`src/rtl/packet_rr_merge_n_to_1.sv`:
```
// Packet-aware round-robin merger: NUM_IN AXI-stream lanes into one output stream,
// one whole packet at a time, with the source lane index written into the ctl field.
module packet_rr_merge_n_to_1 #(
  parameter int DAT_BYTS    = 8,
  parameter int CTL_BITS    = 8,
  parameter int NUM_IN      = 8,
  parameter int OVR_WRT_BIT = 0,
  localparam int MOD_BITS   = (DAT_BYTS > 1) ? $clog2(DAT_BYTS) : 1,
  localparam int IDX_W      = $clog2(NUM_IN),
  localparam int DAT_W      = DAT_BYTS * 8
) (
  input  logic                       i_clk,
  input  logic                       i_rst,
  input  logic [NUM_IN-1:0]          i_n_axi_val,
  input  logic [NUM_IN-1:0]          i_n_axi_sop,
  input  logic [NUM_IN-1:0]          i_n_axi_eop,
  input  logic [NUM_IN-1:0]          i_n_axi_err,
  input  logic [NUM_IN*DAT_W-1:0]    i_n_axi_dat,
  input  logic [NUM_IN*CTL_BITS-1:0] i_n_axi_ctl,
  input  logic [NUM_IN*MOD_BITS-1:0] i_n_axi_mod,
  output logic [NUM_IN-1:0]          i_n_axi_rdy,
  output logic                       o_axi_val,
  output logic                       o_axi_sop,
  output logic                       o_axi_eop,
  output logic                       o_axi_err,
  output logic [DAT_W-1:0]           o_axi_dat,
  output logic [CTL_BITS-1:0]        o_axi_ctl,
  output logic [MOD_BITS-1:0]        o_axi_mod,
  input  logic                       o_axi_rdy
);

  typedef enum logic [0:0] {
    ST_IDLE   = 1'b0,
    ST_LOCKED = 1'b1
  } state_t;

  state_t             state_q, state_d;
  logic [IDX_W-1:0]   grant_q, grant_d;
  logic [IDX_W-1:0]   last_grant_q, last_grant_d;

  logic [IDX_W-1:0]   lane_s;
  logic [IDX_W-1:0]   win_s;
  logic               hit_s;
  logic               any_val_s;
  logic [IDX_W-1:0]   cur_s;
  logic               active_s;
  logic               out_free_s;
  logic               accept_s;
  logic [NUM_IN-1:0]  rdy_s;

  logic               sel_val_s;
  logic               sel_sop_s;
  logic               sel_eop_s;
  logic               sel_err_s;
  logic [DAT_W-1:0]   sel_dat_s;
  logic [CTL_BITS-1:0] sel_ctl_s;
  logic [CTL_BITS-1:0] ctl_ovr_s;
  logic [MOD_BITS-1:0] sel_mod_s;

  logic               o_val_q;
  logic               o_sop_q;
  logic               o_eop_q;
  logic               o_err_q;
  logic [DAT_W-1:0]   o_dat_q;
  logic [CTL_BITS-1:0] o_ctl_q;
  logic [MOD_BITS-1:0] o_mod_q;

  // Round-robin search: first valid lane starting just after the last grant.
  always_comb begin
    lane_s    = '0;
    hit_s     = 1'b0;
    win_s     = '0;
    any_val_s = 1'b0;
    for (int i = 0; i < NUM_IN; i++) begin
      lane_s    = IDX_W'((int'(last_grant_q) + 1 + i) % NUM_IN);
      hit_s     = !any_val_s && i_n_axi_val[lane_s];
      win_s     = hit_s ? lane_s : win_s;
      any_val_s = any_val_s | hit_s;
    end
  end

  // Handshake qualification: the lane being served may push a beat when the output slot frees.
  always_comb begin
    cur_s      = (state_q == ST_LOCKED) ? grant_q : win_s;
    active_s   = (state_q == ST_LOCKED) || any_val_s;
    out_free_s = !o_val_q || o_axi_rdy;
    sel_val_s  = i_n_axi_val[cur_s];
    accept_s   = active_s && out_free_s && sel_val_s;
    rdy_s         = '0;
    rdy_s[cur_s]  = active_s && out_free_s && i_rst;
  end

  // Beat mux from the served lane, with the source index stamped into ctl.
  always_comb begin
    sel_sop_s = i_n_axi_sop[cur_s];
    sel_eop_s = i_n_axi_eop[cur_s];
    sel_err_s = i_n_axi_err[cur_s];
    sel_dat_s = i_n_axi_dat[cur_s*DAT_W +: DAT_W];
    sel_ctl_s = i_n_axi_ctl[cur_s*CTL_BITS +: CTL_BITS];
    sel_mod_s = i_n_axi_mod[cur_s*MOD_BITS +: MOD_BITS];
    ctl_ovr_s = sel_ctl_s;
    ctl_ovr_s[OVR_WRT_BIT +: IDX_W] = cur_s;
  end

  // Next-state logic: lock onto the winner immediately, release once its eop is taken.
  always_comb begin
    state_d      = state_q;
    grant_d      = grant_q;
    last_grant_d = last_grant_q;
    case (state_q)
      ST_IDLE: begin
        if (any_val_s) begin
          state_d      = ST_LOCKED;
          grant_d      = win_s;
          last_grant_d = win_s;
        end else begin
          state_d      = ST_IDLE;
        end
      end
      ST_LOCKED: state_d = ST_LOCKED;
      default:   state_d = ST_IDLE;
    endcase
    state_d = (accept_s && sel_eop_s) ? ST_IDLE : state_d;
  end

  // Arbitration state; last_grant resets to the top lane so lane 0 wins first.
  always_ff @(posedge i_clk or negedge i_rst) begin
    if (!i_rst) begin
      state_q      <= ST_IDLE;
      grant_q      <= '0;
      last_grant_q <= IDX_W'(NUM_IN - 1);
    end else begin
      state_q      <= state_d;
      grant_q      <= grant_d;
      last_grant_q <= last_grant_d;
    end
  end

  // Output pipeline register; advances only when the downstream slot is free.
  always_ff @(posedge i_clk or negedge i_rst) begin
    if (!i_rst) begin
      o_val_q <= 1'b0;
      o_sop_q <= 1'b0;
      o_eop_q <= 1'b0;
      o_err_q <= 1'b0;
      o_dat_q <= '0;
      o_ctl_q <= '0;
      o_mod_q <= '0;
    end else if (out_free_s) begin
      o_val_q <= accept_s;
      if (accept_s) begin
        o_sop_q <= sel_sop_s;
        o_eop_q <= sel_eop_s;
        o_err_q <= sel_err_s;
        o_dat_q <= sel_dat_s;
        o_ctl_q <= ctl_ovr_s;
        o_mod_q <= sel_mod_s;
      end
    end
  end

  assign i_n_axi_rdy = rdy_s;
  assign o_axi_val   = o_val_q;
  assign o_axi_sop   = o_sop_q;
  assign o_axi_eop   = o_eop_q;
  assign o_axi_err   = o_err_q;
  assign o_axi_dat   = o_dat_q;
  assign o_axi_ctl   = o_ctl_q;
  assign o_axi_mod   = o_mod_q;

endmodule

```
`config.mk`:
```
export PLATFORM = sky130hd
export DESIGN_NAME = packet_rr_merge_n_to_1
export DESIGN_NICKNAME = d
export VERILOG_FILES = /design/src/rtl/packet_rr_merge_n_to_1.sv
export SDC_FILE = /design/constraint.sdc
export NUM_CORES = 1
export LEC_CHECK = 0
export BUFFER_PORTS_ARGS = -buffer_cell sky130_fd_sc_hd__buf_2
export CORE_AREA = 2 2 282 284
export CTS_CLUSTER_SIZE = 40
export DETAILED_ROUTE_END_ITERATION = 10
export DIE_AREA = 0 0 284 286
export GPL_TIMING_DRIVEN = 1
export MAX_ROUTING_LAYER = met4
export PLACE_DENSITY = 0.39
export SLEW_MARGIN = 30
export SYNTH_ARGS = -nofsm -noshare
export SYNTH_HDL_FRONTEND = slang
export SYNTH_SLANG_ARGS = --single-unit
```
`constraint.sdc`:
```
create_clock -name i_clk -period 10.4 [get_ports i_clk]
set_input_delay 2.08 -clock i_clk [delete_from_list [all_inputs] [get_ports i_clk]]
set_output_delay 2.08 -clock i_clk [all_outputs]
set_load 0.02 [all_outputs]
```
Word-level counts from Yosys, hierarchy flattened
Cells that the tools add are included.
- output and inout bits: 87
- word-level logic and storage cells: 103
- bits of input ports: 635
- bits in registers: 86
- $mul: 1
- mux-type cells: 38
- add/subtract/negate cells: 8
- bitwise logic cells: 9
- shift-type cells: 3
- reduce and logical (&&, ||, !) cells: 24
- order comparisons: 10
- operator list (operator ; count):
    variable part select 512 x 10 -> 64 bit ; 1
    variable part select 64 x 7 -> 8 bit ; 1
    binary-select mux 1 bit (select 3 bit) ; 12
    < comparator 3 x 4 -> 1 bit, second input constant ; 9
    two-way mux 3 bit ; 9
    variable part select 24 x 6 -> 3 bit ; 1
    adder 3 bit, second input constant ; 5
    two-way mux 1 bit ; 15
    logical AND 1 bit ; 12
    AND 8 bit ; 1
    logical NOT 1 bit ; 8
    bitwise OR 1 bit ; 7
    adder 3 x 2 -> 3 bit, second input constant ; 2
    multiplier 3 x 2 -> 5 bit, second input constant ; 1
    AND reduction 2 bit ; 2
    adder 3 x 1 -> 3 bit, second input constant ; 1
    demux 1 bit (select 3 bit) ; 1
    >= comparator 3 x 1 -> 1 bit, second input constant ; 1
    logical OR 1 bit ; 2
    one-hot mux 1 bit (2 select lines) ; 1
    inverter 1 bit ; 1

Depth between registers and ports, before layout
Gate-level depths: netlist of the first run.
- depth after elaboration: 30
- depth in mapped cells: 20
- depth with buffers taken out: 12

Worst setup path before layout of the first run
OpenSTA, ideal clock, no wires.
- path kind: input to output
- start: in i_n_axi_val[3]
- end: out i_n_axi_rdy[0]
- data arrival time: 5.309 ns
- data required time: 8.320 ns
- stages on the path: 10
- path buffers: 3
- setup slack: 3.011 ns
- path through: clkbuf_1 mux4_2 or2_0 mux4_2 a31o_2 o21ai_1 nand2_1 clkbuf_1 clkbuf_1 nor4_1
- longest elaborated chain between the ends: 29
- elaborated cells on any way between the ends: 55
- classes of those cells: order compare: 2; mux: 27; bitwise: 8; reduce/logical: 18
- RTL lines (what ; line ; text):
    start, declared ; 14 ; input logic [NUM_IN-1:0] i_n_axi_val,
    binary-select mux 1 bit (select 3 bit) ; 76 ; hit_s = !any_val_s && i_n_axi_val[lane_s];
    two-way mux 1 bit (implied by the code) ; 76 ;
    logical NOT 1 bit ; 76 ;
    logical AND 1 bit ; 76 ;
    bitwise OR 1 bit ; 78 ; any_val_s = any_val_s | hit_s;
    logical NOT 1 bit ; 76 ;
    logical AND 1 bit ; 76 ;
    bitwise OR 1 bit ; 78 ;
    [13 not listed] ; n/a ;
    logical AND 1 bit ; 76 ;
    two-way mux 3 bit ; 77 ; win_s = hit_s ? lane_s : win_s;
    two-way mux 3 bit ; 84 ; cur_s = (state_q == ST_LOCKED) ? grant_q : win_s;
    < comparator 3 x 4 -> 1 bit (implied by the code) or >= comparator 3 x 1 -> 1 bit (tied branches) ; 90 ; rdy_s[cur_s] = active_s && out_free_s && i_rst;
    logical AND 1 bit ; 90 ;
    two-way mux 1 bit (implied by the code) ; 90 ;
    demux 1 bit (select 3 bit) ; 90 ;
    AND 8 bit (no line) (*) ; n/a ;
    end, declared ; 21 ; output logic [NUM_IN-1:0] i_n_axi_rdy,
Every way passes the cells marked *; elsewhere a longest branch is shown, timed or not. The select of a mux whose other input is x is not followed.

Worst setup path in the final report of the first run
- start: reg last_grant_q[0]
- end: out i_n_axi_rdy[2]
- longest elaborated chain between the ends: 30
- elaborated cells on any way between the ends: 63
- classes of those cells: add/sub: 8; order compare: 2; mux: 27; bitwise: 8; reduce/logical: 18
- RTL lines (what ; line ; text):
    start, declared ; 39 ; logic [IDX_W-1:0] last_grant_q, last_grant_d;
    start signal, assigned ; 131 ; last_grant_q <= IDX_W'(NUM_IN - 1);
    start signal, assigned ; 135 ; last_grant_q <= last_grant_d;
    adder 3 x 1 -> 3 bit (*) ; 75 ; lane_s = IDX_W'((int'(last_grant_q) + 1 + i) % NUM_IN);
    adder 3 x 2 -> 3 bit or binary-select mux 1 bit (select 3 bit) (tied branches) ; 75, 76 ;
    binary-select mux 1 bit (select 3 bit) or two-way mux 1 bit (tied branches) ; 76 ;
    two-way mux 1 bit (implied by the code) or logical NOT 1 bit (tied branches) ; 76 ;
    logical AND 1 bit ; 76 ;
    bitwise OR 1 bit ; 78 ;
    logical NOT 1 bit ; 76 ;
    logical AND 1 bit ; 76 ;
    [14 not listed] ; n/a ;
    logical AND 1 bit ; 76 ;
    two-way mux 3 bit ; 77 ;
    two-way mux 3 bit ; 84 ;
    < comparator 3 x 4 -> 1 bit (implied by the code) or >= comparator 3 x 1 -> 1 bit (tied branches) ; 90 ;
    logical AND 1 bit ; 90 ;
    two-way mux 1 bit (implied by the code) ; 90 ;
    demux 1 bit (select 3 bit) ; 90 ;
    AND 8 bit (no line) (*) ; n/a ;
Marks and branches as above.

==> flow_metrics.tcl, run 1 <==
set metrics [dict create \
    place.gp.congestion 0.959 \
    syn_area_um2 10300 \
    cts_buffers 9 \
    synth-seq-cells 86 \
    die_w_um 284 \
    drtIter0Drc 1160 \
    grt_pass1_wl_um 95800 \
    yosysSeqAreaShare_pct 21.0 \
    clockBufferDepth 2 \
    criticalPathCategory "register to output port" \
    synth_edf_count 0 \
    p_leak_nw 6.58 \
    mostFrequentLayoutCells "696 x buf_2, 320 x nand2_1, 150 x a211oi_1" \
    crit_required_ps 8320 \
    post_drt_wl_per_cell_um 22.6 \
    yosys-top-cells-area "dfrtp_1 20%, a311o_1 14%, nand2_1 12%" \
    clock_skew_ps 17.5 \
    syn_nets 2003 \
    rsz0062_at_grt "false" \
    max_stage_delay_ps 870 \
    grt_max_degree 91 \
    rows 103 \
    grt-ovfl-total 0 \
    post_cts_buffers 0 \
    fmax_mhz 123 \
    worst_skew_pair.late_latency_ps 390 \
    mostFrequentLayoutCell "buf_2" \
    postSynthCellCount 1366 \
    status "complete, no violations" \
    cts_root_buf "clkbuf_16" \
    remaining_drc_errors 0 \
    swShare_pct 60.7 \
    cts.repair.resized 0 \
    drive_gt1_share_pct 40.5 \
    io_pins 722 \
    p_comb_share_pct 84.2 \
    slowest_stage "ha_2" \
    power_switching_w 0.00398 \
    syn_to_final_growth_pct 44.8 \
    dr.pass1.iters 6 \
    stdcell_count 2981 \
    rr_worst_depth 14 \
    power_density_nw_per_um2 441 \
    via_count 14380 \
    drv_slew 0 \
    core_um2 78400 \
    sequentialPowerShare_pct 10.2 \
    routed_via_density 4.82 \
    arrival_ps 6050 \
    r2r_slack_ps 2910 \
    setup_viol 0 \
    r2r-start "last_grant_q[0]" \
    p_int_w 0.00258 \
    tritoncts "built" \
    portBuffers 697 \
    period_share_pct 78.2 \
    drt-total-wl_um 67300 \
    synth_ff_type "dfrtp_1" \
    synth_top_family_by_area "compound AO/OA/AOI/OAI gates" \
    synthAdderAreaFrac_pct 0.244 \
    hold_viol 0 \
    hold_path.class "register to register" \
    worst_pin_slew_ps 973 \
    start_util_pct 13.1 \
    dpl.hpwl_um 50000 \
    syn_avg_cell_area_um2 7.52 \
    reg2reg_to "o_axi_dat[23]" \
    timing.setup.tns_ps 0 \
    h-tree-depth 3 \
    timing.max_cap.violations 0 \
    crit_buf_inv 2 \
    synth_compound_area_share_pct 40.3 \
    antenna_found_initial 9 \
    ys_async_sr_fraction_pct 100 \
    hold_depth 2 \
    fin_nets 2554 \
    fin_crit_ps 8130 \
    synth.distinct_cells 61 \
    slew-limit-headroom_pct 35.1 \
    track_usage_pct 16.1 \
    yosys_warnings 0 \
    placedCellCount 2956 \
    holdBufCountCts 0 \
    die_h_um 286 \
    drtAntennaViolNets 0 \
    clk_pin_slew_ps 80 \
    yosysTopAreaCellShare_pct 20.2 \
    p_clk_share_pct 5.6 \
    synth_xor_area_share_pct 0.706 \
    synth-simple-area-share_pct 25.0 \
    synth_largest_area_cell "dfrtp_1" \
    synth_mux_area_share_pct 4.58 \
    hold_end "last_grant_q[1]" \
    cpLargestDelayFamily "simple AND/OR/NAND/NOR gates" \
    worst-path-max-fanout 58 \
    cts.sinks 86 \
    critPathLaunchType "register" \
    dieArea_um2 81200 \
    worst_setup_path_end_kind "output port" \
    max-vdd-ir-drop_mv 0.242 \
    min_from "last_grant_q[1]" \
    cp_cell_sequence "clkinv_1 -> ha_2 -> mux4_2 -> mux2i_1 -> nand2_1 -> nor3_1 -> a221oi_1 -> o21ai_1 -> nand2_4 -> nor4_1 -> buf_2" \
    grt_pass1_vias 14294 \
]
power groups by stage:
stage | clock (W) | combinational (W) | sequential (W)
final | 0.000370 | 0.00552 | 0.000668
after global routing | 0.000405 | 0.00599 | 0.000695
after CTS | 0.000393 | 0.00556 | 0.000669
after detailed placement | 0 | 0.00554 | 0.000671
after global placement | 0 | 0.00553 | 0.000668
after floorplan | 0 | 0.00364 | 0.000823
synth_stat cells (11+ instances only):
library cell and instances:
a211oi_1 150, mux4_2 12, a311o_1 148, a31oi_1 76, clkbuf_1 128, a221oi_1 78, a21oi_1 12, and3_1 149
mux2i_1 11, dfrtp_1 83, nand2_1 324, buf_4 13, buf_2 34, nor2_1 19
worst max-delay path by stage:
stage / cells after the start / startpoint / endpoint / slack, ps
after floorplan: 10 / i_n_axi_val[3] / i_n_axi_rdy[0] / 3010
after global placement: 11 / last_grant_q[0] / i_n_axi_rdy[0] / 2500
after detailed placement: 11 / last_grant_q[0] / i_n_axi_rdy[2] / 2470
after CTS: 11 / last_grant_q[0] / i_n_axi_rdy[2] / 2020
after global routing: 11 / last_grant_q[0] / i_n_axi_rdy[0] / 1940
final: 11 / last_grant_q[0] / i_n_axi_rdy[2] / 2270
final cells by class:
class / count / area, um2
fill: 9164 / 63500
multi-input combinational: 1088 / 7360
timing repair buffer: 726 / 3710
sequential: 86 / 2160
tap: 1050 / 1310
clock buffer: 12 / 246
clock inverter: 3 / 45.0
antenna: 10 / 25.0
inverter: 6 / 22.5
worst reg2reg max path, stage by stage (launching register included):
cell and delay [ps]:
dfstp_2 860, clkinv_1 470, ha_2 870, mux4_2 620, mux2i_1 420, nand2_1 90, nor3_1 500, a31o_2 290
o21ai_1 210, nand2_4 590, buf_4 780, buf_4 830, a211oi_1 270, a311o_1 420, a31oi_1 180
registers in the layout (all words and copies together), names as in the netlist:
signal	flops
o_axi_ctl	8
o_axi_mod	3
state_q	1
grant_q	3
o_axi_err	1
last_grant_q	3
o_axi_sop	1
o_axi_eop	1
o_axi_dat	64
o_axi_val	1
layer usage:
layer	up-vias	track usage [%]	share of wire, %
li1	6525	-	-
met1	7084	19.8	42
met2	685	26.3	48
met3	86	3.51	7.0
met4	0	5.04	2.7
met5	-	-	0
through the flow:
stage	util, %	hold slack (ps)	worst slack (ps)	cell area (um2)	power, W
floorplan	-	447	3010	10300	0.00446
global placement	18.6	472	2500	14600	0.00620
detailed placement	18.6	468	2470	14600	0.00621
CTS	18.9	480	2020	14800	0.00662
global route	19.0	497	1940	14900	0.00709
finish	19.0	477	2270	14900	0.00655
cell families (layout without fill, tap and decap cells):
kind of cell,Yosys count,after routing
simple gates,547,547
compound gates,503,503
buf+inv,192,747
flops,86,86
mux,31,31
xor+xnor,5,5
fa+ha+maj,2,2
other cells,0,10
No activity file was read; power rests on OpenSTA's default activity.
==> run 2, diff against run 1 <==
--- a/config.mk
+++ b/config.mk
@@ -6,10 +6,10 @@
 export NUM_CORES = 1
 export LEC_CHECK = 0
 export BUFFER_PORTS_ARGS = -buffer_cell sky130_fd_sc_hd__buf_2
-export CORE_AREA = 2 2 282 284
+export CORE_AREA = 2 2 283 285
 export CTS_CLUSTER_SIZE = 40
 export DETAILED_ROUTE_END_ITERATION = 10
-export DIE_AREA = 0 0 284 286
+export DIE_AREA = 0 0 285 287
 export GPL_TIMING_DRIVEN = 1
 export MAX_ROUTING_LAYER = met4
 export PLACE_DENSITY = 0.39
==> constraint.sdc (replaced) <==
create_clock -name i_clk -period 7.7 [get_ports i_clk]
set_input_delay 1.54 -clock i_clk [delete_from_list [all_inputs] [get_ports i_clk]]
set_output_delay 1.54 -clock i_clk [all_outputs]
set_load 0.02 [all_outputs]
==> run 2 against run 1 <==
- global-route usage is 0.54 points lower
- utilization is 0.12 points higher
- flip-flop and latch count stayed put
- register-to-register slack worse by 1200 ps
- combinational power is 37% higher
- hold slack better by 0.93 ps
- die area is 0.70% higher
- sequential share of layout area is 0.14 points lower
- design area is 0.95% higher
- power is 36% higher
- first-iteration DRC count is 16% lower
- worst setup slack worse by 1000 ps
- critical endpoint is now i_n_axi_rdy[1]
- largest cell class unchanged
- largest power group unchanged
- highest routed layer unchanged
==> flow_metrics.tcl, run 2 (synthesis results as in run 1) <==
set metrics [dict create \
    tritoncts "built" \
    worst_skew_pair.late_latency_ps 390 \
    reg2reg_to "o_axi_dat[20]" \
    timing.setup.tns_ps 0 \
    placedCellCount 2956 \
    holdBufCountCts 0 \
    syn_to_final_growth_pct 46.2 \
    hold_viol 0 \
    antenna_found_initial 9 \
    status "complete, no violations" \
    mostFrequentLayoutCells "696 x buf_2, 320 x nand2_1, 150 x a211oi_1" \
    cp_cell_sequence "clkinv_1 -> ha_1 -> buf_4 -> mux4_2 -> mux2i_1 -> mux2i_1 -> a22oi_1 -> o211ai_1 -> o21ai_4 -> buf_4 -> nand2_4 -> nor4_1 -> buf_2" \
    drtAntennaViolNets 0 \
    mostFrequentLayoutCell "buf_2" \
    clock_skew_ps 8.80 \
    p_leak_nw 6.63 \
    max-vdd-ir-drop_mv 0.496 \
    cpLargestDelayFamily "multiplexers" \
    place.gp.congestion 1.02 \
    post_drt_wl_per_cell_um 22.1 \
    pre_cts_slack_ps 1390 \
    clockBufferDepth 2 \
    h-tree-depth 3 \
    fmax_mhz 155 \
    die_w_um 285 \
    core_um2 78600 \
    power_w 0.00893 \
    dr.pass1.iters 5 \
    rr_worst_depth 15 \
    hold_path.class "register to register" \
    crit_required_ps 6160 \
    setup_viol 0 \
    timing.max_cap.violations 0 \
    die_h_um 287 \
    grt_max_degree 158 \
    crit_cells 13 \
    worst_pin_slew_ps 1000 \
    fin_nets 2554 \
    crit_buf_inv 4 \
    r2r-start "last_grant_q[0]" \
    worst-path-max-fanout 21 \
    cts_root_buf "clkbuf_16" \
    drtIter0Drc 973 \
    r2r_slack_ps 1680 \
    power_density_nw_per_um2 595 \
    crit_end "i_n_axi_rdy[1]" \
    via_count 14248 \
    grt_pass1_vias 14272 \
    drt-total-wl_um 65900 \
    cp-startpoint "last_grant_q[0]" \
    worst_setup_path_end_kind "output port" \
    portBuffers 697 \
    dpl.hpwl_um 49000 \
    stdcell_count 2983 \
    critPathLaunchType "register" \
    rsz0062_at_grt "false" \
    io_pins 722 \
    grt_pass1_wl_um 93800 \
    setup_ws_ps 1240 \
    max_stage_delay_ps 830 \
    criticalPathCategory "register to output port" \
    cts_buffers 9 \
    track_usage_pct 15.6 \
    grt-ovfl-total 0 \
    post_cts_buffers 0 \
    cts.sinks 86 \
    start_util_pct 13.1 \
    drv_slew 0 \
    dieArea_um2 81800 \
    slowest_stage "ha_1" \
    period_share_pct 84.0 \
    fin_crit_ps 6460 \
    rows 103 \
    slew-limit-headroom_pct 33.2 \
    clk_pin_slew_ps 80 \
    largest_register_ffs 64 \
    remaining_drc_errors 0 \
    routed_via_density 4.78 \
    drive_gt1_share_pct 40.5 \
    nFillCells 9001 \
    arrival_ps 4920 \
    cts.repair.resized 0 \
]
==> run 2: cell types whose count changed in the layout (fill, tap and decap cells not counted) <==
| cell | before | now |
|---|---|---|
| clkbuf_8 | 1 | 0 |
| inv_6 | 0 | 1 |
| ha_2 | 1 | 0 |
| ha_1 | 1 | 2 |
| buf_16 | 0 | 1 |
| buf_12 | 0 | 9 |
| clkinv_4 | 0 | 2 |
| clkbuf_1 | 2 | 1 |
| diode_2 | 10 | 11 |
| buf_4 | 30 | 20 |
==> run 2: tightest hold or removal path, delay by kind of cell, from the launching register on <==
family	cells	cell delay, ps
AND/OR/NAND/NOR	2	100
flip-flops	1	390
==> run 2: routing by layer <==
layer | part of all wire (%) | vias to the layer above | global-route usage, %
met5 | 0 | - | -
met4 | 2.0 | 0 | 3.85
met3 | 6.6 | 57 | 3.21
met2 | 50 | 632 | 26.6
met1 | 42 | 7033 | 18.7
li1 | - | 6526 | -
==> run 2: worst min-delay path by stage <==
| stage | start | endpoint | slack, ps | cells after the start |
|---|---|---|---|---|
| 6_report | last_grant_q[1] | last_grant_q[1] | 480 | 2 |
| 3_3_place_gp | last_grant_q[1] | last_grant_q[1] | 470 | 2 |
| 4_1_cts | last_grant_q[1] | last_grant_q[1] | 480 | 2 |
| 2_1_floorplan | grant_q[0] | grant_q[0] | 450 | 2 |
| 5_1_grt | last_grant_q[1] | last_grant_q[1] | 490 | 2 |
| 3_5_place_dp | grant_q[0] | grant_q[0] | 470 | 2 |
==> run 2: cell type report <==
type	count	area, um2	area share (%)
inverters	6	22.5	0.150
diodes	11	27.5	0.183
clock buffers	10	229	1.52
flip-flops and latches	86	2160	14.4
multi-input cells	1088	7350	49.0
repair buffers	726	3840	25.6
clock inverters	6	71.3	0.475
well taps	1050	1310	8.75
==> run 2: through the flow <==
step / cell area (um2) / utilization (%) / hold slack, ps
floorplan: 10300 / - / 447
global placement: 14700 / 18.6 / 467
detailed placement: 14700 / 18.7 / 468
CTS: 15000 / 19.1 / 482
global route: 15000 / 19.1 / 495
finish: 15000 / 19.1 / 478
==> run 2: power breakdown <==
part | leakage [nW] | total (W) | switching (W) | internal (W)
clock network | 0.139 | 0.000511 | 0.000255 | 0.000256
registers | 0.967 | 0.000889 | 0.000152 | 0.000737
logic | 5.53 | 0.00754 | 0.00494 | 0.00260
==> run 3, diff against run 2 <==
--- a/config.mk
+++ b/config.mk
@@ -6,13 +6,13 @@
 export NUM_CORES = 1
 export LEC_CHECK = 0
 export BUFFER_PORTS_ARGS = -buffer_cell sky130_fd_sc_hd__buf_2
-export CORE_AREA = 2 2 283 285
+export CORE_AREA = 2 2 280 282
 export CTS_CLUSTER_SIZE = 40
 export DETAILED_ROUTE_END_ITERATION = 10
-export DIE_AREA = 0 0 285 287
+export DIE_AREA = 0 0 282 284
 export GPL_TIMING_DRIVEN = 1
 export MAX_ROUTING_LAYER = met4
-export PLACE_DENSITY = 0.39
+export PLACE_DENSITY = 0.41
 export SLEW_MARGIN = 30
 export SYNTH_ARGS = -nofsm -noshare
 export SYNTH_HDL_FRONTEND = slang
==> constraint.sdc (replaced) <==
create_clock -name i_clk -period 5.8 [get_ports i_clk]
set_input_delay 1.16 -clock i_clk [delete_from_list [all_inputs] [get_ports i_clk]]
set_output_delay 1.16 -clock i_clk [all_outputs]
set_load 0.02 [all_outputs]
==> run 3 against run 2 <==
- via count increased by 1.1%
- hold slack improved by 5.5 ps
- sequential share of layout area decreased by 0.26 points
- sequential power increased by 32%
- critical path depth decreased by 1
- power increased by 37%
- combinational power increased by 37%
- first-iteration DRC count increased by 0.72%
- largest power group unchanged
==> flow_metrics.tcl, run 3 (synthesis results as in run 1) <==
set metrics [dict create \
    r2r_slack_ps 760 \
    via_count 14408 \
    fmax_mhz 180 \
    p_clk_share_pct 6.1 \
    setup_viol 0 \
    slew-limit-headroom_pct 33.7 \
    die_w_um 282 \
    grt_max_degree 161 \
    grt_pass1_wl_um 93700 \
    slowest_stage "ha_1" \
    multi_input_area_um2 7370 \
    worst-path-max-fanout 16 \
    fin_util_pct 19.9 \
    hold_path.class "register to register" \
    tritoncts "built" \
    nFillCells 8806 \
    max-vdd-ir-drop_mv 0.755 \
    worst_setup_path_end_kind "output port" \
    reg2reg_to "o_axi_dat[20]" \
    power_switching_w 0.00712 \
    worst_skew_pair.late_latency_ps 380 \
    h-tree-depth 3 \
    criticalPathCategory "register to output port" \
    cts.sinks 86 \
    worst_pin_slew_ps 994 \
    portBuffers 697 \
    period_share_pct 96.0 \
    p_comb_share_pct 84.3 \
    rr_worst_depth 14 \
    largest_register_ffs 64 \
    mostFrequentLayoutCells "696 x buf_2, 320 x nand2_1, 150 x a211oi_1" \
    r2r-start "last_grant_q[0]" \
    antenna_found_initial 10 \
    timing.setup.tns_ps 0 \
    drt-total-wl_um 65600 \
    cts_buffers 9 \
    drtAntennaViolNets 0 \
    clk_pin_slew_ps 80 \
    sequentialPowerShare_pct 9.6 \
    core_um2 77000 \
    dpl.hpwl_um 49700 \
    timing.max_cap.violations 0 \
    hold_viol 0 \
    holdBufCountCts 0 \
    post_drt_wl_per_cell_um 21.9 \
    cts_root_buf "clkbuf_16" \
    fin_crit_ps 5570 \
    rows 102 \
    hold_end "last_grant_q[1]" \
    grt_pass1_vias 14350 \
    dieArea_um2 80100 \
    drv_slew 0 \
    clockBufferDepth 2 \
    cpLargestDelayFamily "multiplexers" \
    cp_cell_sequence "clkinv_1 -> ha_1 -> buf_12 -> mux4_2 -> or2_0 -> mux4_2 -> a21oi_1 -> o32ai_1 -> a221o_1 -> and2_4 -> nor4_1 -> buf_2" \
    die_h_um 284 \
    remaining_drc_errors 0 \
    dr.pass1.iters 5 \
    arrival_ps 4410 \
    clock_skew_ps 9.24 \
    routed_via_density 4.81 \
    drtIter0Drc 980 \
    drive_gt1_share_pct 41.4 \
    start_util_pct 13.3 \
    grt-ovfl-total 0 \
    seq_area_um2 2160 \
    cp-startpoint "last_grant_q[0]" \
    status "complete, no violations" \
    min_from "last_grant_q[1]" \
    hold_depth 2 \
    rsz0062_at_grt "false" \
    cp_common_cell "mux4_2" \
    swShare_pct 58.1 \
    place.gp.congestion 0.909 \
    crit_required_ps 4640 \
    max_stage_delay_ps 590 \
    mostFrequentLayoutCell "buf_2" \
    power_density_nw_per_um2 801 \
    pre_cts_slack_ps 422 \
    io_pins 722 \
    track_usage_pct 16.0 \
    fin_nets 2579 \
    critPathLaunchType "register" \
    power_w 0.0122 \
    setup_ws_ps 234 \
    p_int_w 0.00513 \
    syn_to_final_growth_pct 48.9 \
    crit_buf_inv 3 \
    p_leak_nw 6.80 \
]
run 3: changes by cell type in the layout (fill, tap and decap cells not counted), sizes merged:
cell,before,now
clkbuf,10,11
bufinv,1,3
inv,6,5
buf,726,751
diode,11,10
clkinv,3,2
clkinvlp,2,1
run 3: layout make-up:
cell class / instances / share of cell area [%]
multi-input cells: 1088 / 48.2
repair buffers: 751 / 26.6
flip-flops and latches: 86 / 14.1
well taps: 1040 / 8.51
clock buffers: 11 / 1.59
clock inverters: 5 / 0.695
diodes: 10 / 0.164
inverters: 6 / 0.147
run 3: worst min-delay path, cell delays in order (launching register included):
cell	delay, ps
dfstp_2	390
nand2_1	50
nand2_1	40
run 3: power groups by stage:
stage,clock (W),sequential (W),combinational [W]
final,0.000750,0.00117,0.0103
after CTS,0.000796,0.00117,0.0104
after global routing,0.000813,0.00122,0.0112
after detailed placement,0,0.00118,0.0103
after floorplan,0,0.00148,0.00653
after global placement,0,0.00118,0.0103
run 3: through the flow:
| step | hold slack (ps) | instances | instance area, um2 |
|---|---|---|---|
| 2_1_floorplan | 447 | 1366 | 10300 |
| 6_report | 483 | 2997 | 15300 |
| 5_1_grt | 517 | 2996 | 15300 |
| 4_1_cts | 485 | 2986 | 15300 |
| 3_5_place_dp | 472 | 2970 | 14900 |
| 3_3_place_gp | 463 | 2970 | 14900 |
run 3: metal layers:
layer / track usage [%] / part of all wire [%] / vias up
met4: 4.15 / 2.1 / 0
met5: - / 0 / -
met1: 19.7 / 43 / 7137
met3: 2.71 / 6.3 / 57
met2: 26.8 / 49 / 640
li1: - / - / 6574
run 3: worst max path at each step:
stage	endpoint	slack (ps)	depth (start not counted)
floorplan	i_n_axi_rdy[2]	-130	17
global placement	i_n_axi_rdy[5]	370	10
detailed placement	i_n_axi_rdy[7]	420	10
CTS	i_n_axi_rdy[7]	60	12
global route	i_n_axi_rdy[5]	20	12
finish	i_n_axi_rdy[7]	230	12
run 3: timing repair:
action | in CTS | in global routing
endpoints found under the setup margin | 0 | 8
buffers inserted | 0 | 1
gates resized for setup | 0 | 1
